**src/rtl/prog_mem_ld.sv**
```systemverilog
`default_nettype none
// ============================================================================
// Module      : prog_mem_ld
// Description : Program memory with a built-in streaming loader.
//               After reset the memory is zeroed one word per cycle (CLEAR).
//               A load session (IDLE -> LOAD -> DONE) accepts LD_WIDTH-bit
//               beats, most significant beat first, and assembles them into
//               IR_WIDTH-bit words that are written from address 0 upwards.
//               The CPU fetches with pc and receives ir; ir is forced to 0
//               (NOP) while busy or when pc is outside the memory.
// Option      : PROG_MEM_IR_REG_EN - when defined, ir is registered (one
//               cycle latency from pc); otherwise ir is combinational.
// Ports       : clk       - clock, all state on rising edge
//               res_n     - asynchronous active-low reset
//               pc        - instruction fetch address
//               ir        - fetched instruction
//               busy      - high in CLEAR or LOAD (CPU stall)
//               ld_start  - single-cycle request to start a load session
//               ld_valid  - ld_data valid this cycle
//               ld_data   - loader beat
//               ld_last   - marks the final beat of the session
//               ld_ready  - beat accepted when ld_valid && ld_ready
//               ld_done   - one-cycle pulse at session end
//               ld_err    - sticky session error flag
//               ld_words  - words written in the current/last session
// Revision    : 1.0 - initial release
// ============================================================================
module prog_mem_ld #(
    parameter int PC_WIDTH = 8,
    parameter int IR_WIDTH = 16,
    parameter int CMD_CNT  = 64,
    parameter int LD_WIDTH = 8
) (
    input  logic                clk,
    input  logic                res_n,
    input  logic [PC_WIDTH-1:0] pc,
    output logic [IR_WIDTH-1:0] ir,
    output logic                busy,
    input  logic                ld_start,
    input  logic                ld_valid,
    input  logic [LD_WIDTH-1:0] ld_data,
    input  logic                ld_last,
    output logic                ld_ready,
    output logic                ld_done,
    output logic                ld_err,
    output logic [PC_WIDTH:0]   ld_words
);
    localparam int BEATS = IR_WIDTH / LD_WIDTH;
    localparam int AW    = (CMD_CNT > 1) ? $clog2(CMD_CNT) : 1;
    localparam int BW    = (BEATS > 1) ? $clog2(BEATS) : 1;

    localparam logic [AW-1:0]     CLR_LAST  = AW'(CMD_CNT - 1);
    localparam logic [BW-1:0]     BEAT_LAST = BW'(BEATS - 1);
    localparam logic [PC_WIDTH:0] WORDS_MAX = (PC_WIDTH + 1)'(CMD_CNT);

    typedef enum logic [1:0] {
        CLEAR = 2'd0,
        IDLE  = 2'd1,
        LOAD  = 2'd2,
        DONE  = 2'd3
    } state_t;

    state_t              state;
    state_t              state_next;
    logic [AW-1:0]       clr_addr;
    logic [BW-1:0]       beat_cnt;
    logic [IR_WIDTH-1:0] asm_word;
    logic [IR_WIDTH-1:0] new_word;
    logic                accept;
    logic                word_done;
    logic                room;
    logic                mem_we;
    logic [AW-1:0]       mem_addr;
    logic [IR_WIDTH-1:0] mem_wdata;
    logic [IR_WIDTH-1:0] ir_next;

    // No reset on the array: zeroing is done by the CLEAR sweep.
    logic [IR_WIDTH-1:0] mem [CMD_CNT];

    // Shift the new beat in at the bottom; the oldest beat ends up on top.
    assign new_word  = IR_WIDTH'({asm_word, ld_data});
    assign accept    = ld_valid && (state == LOAD);
    assign word_done = accept && (beat_cnt == BEAT_LAST);
    // ld_words doubles as the write pointer; it saturates at CMD_CNT.
    assign room      = (ld_words < WORDS_MAX);

    assign mem_we    = (state == CLEAR) || (word_done && room);
    assign mem_addr  = (state == CLEAR) ? clr_addr : ld_words[AW-1:0];
    assign mem_wdata = (state == CLEAR) ? '0 : new_word;

    always_ff @(posedge clk) begin
        if (mem_we) begin
            mem[mem_addr] <= mem_wdata;
        end
    end

    always_ff @(posedge clk or negedge res_n) begin
        if (!res_n) begin
            state <= CLEAR;
        end else begin
            state <= state_next;
        end
    end

    always_comb begin
        state_next = state;
        busy       = 1'b0;
        ld_ready   = 1'b0;
        ld_done    = 1'b0;
        case (state)
            CLEAR: begin
                busy = 1'b1;
                if (clr_addr == CLR_LAST) begin
                    state_next = IDLE;
                end
            end
            IDLE: begin
                if (ld_start) begin
                    state_next = LOAD;
                end
            end
            LOAD: begin
                busy     = 1'b1;
                ld_ready = 1'b1;
                if (accept && ld_last) begin
                    state_next = DONE;
                end
            end
            DONE: begin
                ld_done    = 1'b1;
                state_next = IDLE;
            end
            default: begin
                state_next = CLEAR;
            end
        endcase
    end

    always_ff @(posedge clk or negedge res_n) begin
        if (!res_n) begin
            clr_addr <= '0;
            beat_cnt <= '0;
            asm_word <= '0;
            ld_words <= '0;
            ld_err   <= 1'b0;
        end else begin
            case (state)
                CLEAR: begin
                    clr_addr <= clr_addr + 1'b1;
                end
                IDLE: begin
                    if (ld_start) begin
                        beat_cnt <= '0;
                        asm_word <= '0;
                        ld_words <= '0;
                        ld_err   <= 1'b0;
                    end
                end
                LOAD: begin
                    if (accept) begin
                        asm_word <= new_word;
                        if (word_done) begin
                            beat_cnt <= '0;
                            if (room) begin
                                ld_words <= ld_words + 1'b1;
                            end else begin
                                // Overflow word is dropped; pointer stays put.
                                ld_err <= 1'b1;
                            end
                        end else if (ld_last) begin
                            // Session ends on a partial word: drop it.
                            beat_cnt <= '0;
                            ld_err   <= 1'b1;
                        end else begin
                            beat_cnt <= beat_cnt + 1'b1;
                        end
                    end
                end
                default: begin
                end
            endcase
        end
    end

    assign ir_next = (!busy && ({1'b0, pc} < WORDS_MAX)) ? mem[pc[AW-1:0]] : '0;

`ifdef PROG_MEM_IR_REG_EN
    always_ff @(posedge clk or negedge res_n) begin
        if (!res_n) begin
            ir <= '0;
        end else begin
            ir <= ir_next;
        end
    end
`else
    assign ir = ir_next;
`endif

endmodule
`default_nettype wire

```
**config.mk**
```make
export PLATFORM = sky130hd
export DESIGN_NAME = prog_mem_ld
export DESIGN_NICKNAME = d
export VERILOG_FILES = /design/src/rtl/prog_mem_ld.sv
export SDC_FILE = /design/constraint.sdc
export NUM_CORES = 1
export LEC_CHECK = 0
export CORE_MARGIN = 2
export CORE_UTILIZATION = 42
export CTS_CLUSTER_SIZE = 28
export DETAILED_ROUTE_END_ITERATION = 6
export PLACE_DENSITY_LB_ADDON = 0.3
export SETUP_SLACK_MARGIN = 0.2
export SYNTH_ARGS = -nofsm -noshare
export SYNTH_HDL_FRONTEND = slang
export SYNTH_SLANG_ARGS = --single-unit
```
**constraint.sdc**
```tcl
create_clock -name clk -period 3.9 [get_ports clk]
set_clock_uncertainty 0.05 [all_clocks]
set_input_delay 0.975 -clock clk [delete_from_list [all_inputs] [get_ports clk]]
set_output_delay 0.975 -clock clk [all_outputs]
set_load 0.05 [all_outputs]
```
==> reports/metrics.csv <==
stage;metric;value;unit
clocking;Worst-Skew Late Latency;0.65;ns
setup_path;Critical Path AT;3.01;ns
sta;final critical-path required period;4.04;ns
die;die width;316;um
place;IO buf count;49;
clocking;CTS Root Cell;clkbuf_16;
detailed_routing;First-pass DRT Iterations;5;
cells_and_area;layout cells sized above 1;0.371;
yosys;Mapped Avg Cell Area;21.1;um^2
place;placed inst area;0.0452;mm^2
global_route;largest net degree at the start of global routing;65;
cells_and_area;ant diodes;0;
cells_and_area;area growth from synthesis to layout;22.6;%
yosys;Synth cell types;52;
min_path;hold crit path type;register to register;
die;Die Span Y;316;um
sta;Final Slew Violations;0;
place;dpl ws;-0.550;ns
clocking;clk sinks;1051;
die;Placeable Area;0.0966;mm^2
cells_and_area;Final Net Count;2384;
die;# rows;114;
detailed_routing;wire per inst;29.5;um
sta;fin worst setup slack;-0.136;ns
setup_path;worst-path maximum fanout;4;
global_route;Congestion Overflow GR;0;
sta;setup violators final;16;
yosys;Post-synth ARST share;0.0257;
global_route;first-pass GRT wire length;157;mm
detailed_routing;Vias/cell;5.86;
global_route;Total Routing Usage GR;0.222;
yosys;#FFs+latches synth;1051;
place;gpl congestion;0.897;
cells_and_area;fillers;7455;
clocking;H-tree depth;3;
detailed_routing;Antenna Nets Post-Route;0;
detailed_routing;# DRC;0;
sta;Tcrit/Tclk final;1.03;
yosys;sequential area share after synthesis;0.769;
clocking;CTS Buf Count;104;
sta;worst slew pin tran;0.914;ns
sta;relative slew slack;0.389;
setup_path;Crit. End Element;output port;
setup_path;WS Path Type;input port to output port;
setup_path;required time worst endpoint;2.87;ns
flow_run;max cap viols;0;
yosys;Synthesized Nets;1966;
detailed_routing;Vias;21800;
global_route;initial antenna violation count;4;
yosys;Cell Area, Synth;0.0409;mm^2
clocking;# hold bufs at CTS;0;
pwr;PD cells;453;mW/mm^2
yosys;ys flop type;edfxtp_1;
clocking;clock transition at the registers of the reported paths;0.06;ns
die;# IOs;50;
sta;RSZ-0062 raised after global routing;true;
setup_path;Startpoint Class;input port;
detailed_routing;DR iter-0 viols;2413;
cells_and_area;most frequent cells in the layout;edfxtp_1, buf_4, mux4_2;
run_status;status;complete, but fails checks;
run_status;failing checks;negative setup slack;
yosys;Synthesis Warnings;0;
detailed_routing;final wirelength;110;mm
yosys;EDFF count, synth;1024;
global_route;vias in the first global route;21500;
cells_and_area;commonest non-fill, non-tap cell in the layout;edfxtp_1;
pwr;Leak;0.0150;uW
pwr;Worst VDD drop;0.356;mV
sta;fmax;248;MHz
yosys;Post-Syn Instances;1939;
place;post-detail-place hpwl;69.0;mm
clocking;CTS Buffer Depth;3;
die;die area;0.0999;mm^2
die;Starting Density;0.423;
cells_and_area;Final Cell Area;0.0501;mm^2
clocking;TritonCTS clock tree;done;
sta;Hold Vio Cnt, Final;0;
## area by class of cell
class                           count  area (um^2)  share of cell area
Sequential cell                  1051        31400               0.627
Inverter                            8         30.0            0.000599
Clock buffer                      121         2690              0.0536
Tap cell                         1276         1600              0.0318
Clock inverter                     72          601              0.0120
Multi-Input combinational cell    777         9730               0.194
Timing Repair Buffer              415         4080              0.0813
## through the flow
step | util | setup TNS (ns) | power, uW | hold WS [ns] | std cells
4_1_cts | 0.516 | -1.26 | 22800 | 0.430 | 3708
5_1_grt | 0.519 | -1.86 | 23300 | 0.456 | 3720
2_1_floorplan | - | 0 | 12800 | 0.381 | 1939
3_5_place_dp | 0.469 | -6.88 | 13100 | 0.407 | 3478
6_report | 0.519 | -1.22 | 22700 | 0.426 | 3720
3_3_place_gp | 0.469 | -6.55 | 13100 | 0.406 | 3478
## cells in the mapped netlist, drive strengths merged, types with 3 or more instances
cell        n  area share
edfxtp   1024        0.75
mux4      243        0.13
nand2      96      0.0088
nor2       79      0.0073
buf        61       0.011
mux2i      57       0.014
clkbuf     42      0.0039
nand3      38      0.0047
o21ai      32      0.0039
o22ai      31      0.0047
dfrtp      27       0.017
nor2b      25      0.0038
a21oi      23      0.0028
mux2       18      0.0050
o221ai     18      0.0039
a211oi     14      0.0026
a221oi     10      0.0021
a31oi      10      0.0015
a22o        9      0.0019
nand2b      9      0.0014
inv         8     0.00073
ha          6      0.0018
o211ai      6      0.0011
xnor2       6      0.0013
nor3        5     0.00061
a31o        4     0.00086
and2        4     0.00061
and3        4     0.00061
o32ai       4     0.00086
a2111oi     3     0.00064
a22oi       3     0.00055
or2         3     0.00046
## critical path, cell delays in order
cell and delay (ns):
buf_16 0.09, buf_12 0.13, buf_16 0.13, buf_12 0.12, mux4_2 0.50, mux2_4 0.30, nand2_4 0.08, a311oi_2 0.10
buf_4 0.17, a31o_4 0.24, buf_8 0.16
## kinds of logic (layout without fill, tap and decap cells)
group,count (synthesis),after routing,synth area share
DFF,1051,1051,0.769
muxes,318,318,0.154
and+or+nand+nor,270,270,0.0294
AOI/OAI and AO/OA,175,175,0.0293
buffers and inverters,111,616,0.0155
xor gates and xnor gates,8,8,0.00171
adders and majority gates,6,6,0.00184
## where the power goes
part	switching, uW	internal [uW]	leakage [uW]
clock network	4160	5570	0.00160
logic	406	393	0.00505
registers	0.873	12200	0.00835
total	4560	18200	0.0150
## layer usage
layer | GRT usage | wire length, um
met1 | 0.319 | 44500
met2 | 0.351 | 52200
met3 | 0.0364 | 9240
met4 | 0.0657 | 3540
met5 | 0.00616 | 101
## final timing paths
kind                                   from          end  slack (ns)  cells past startpoint
worst max-delay path                  pc[0]       ir[14]       -0.14                     11
worst min-delay path            asm_word[0]  asm_word[0]        0.43                      2
worst max register to register     state[1]   mem[20][5]        0.53                      8
worst min register to register  asm_word[0]  asm_word[0]        0.43                      2
max in group asynchronous             res_n  asm_word[0]        2.87                      2
min in group asynchronous             res_n  asm_word[4]        0.66                      2
## repair_timing
item | in CTS | in global routing
pin swaps | 36 | 17
resized for setup | 195 | 42
buffers inserted | 32 | 12
gates cloned | 5 | 0
endpoints found under the setup margin | 16 | 31
## sequential cells by signal, indices dropped and copies added, names as in the netlist
register and flops:
asm_word 8, beat_cnt 1, clr_addr 6, ld_err 1, ld_words 9, mem 1024
state 2
No activity file was read; power rests on OpenSTA's default activity.
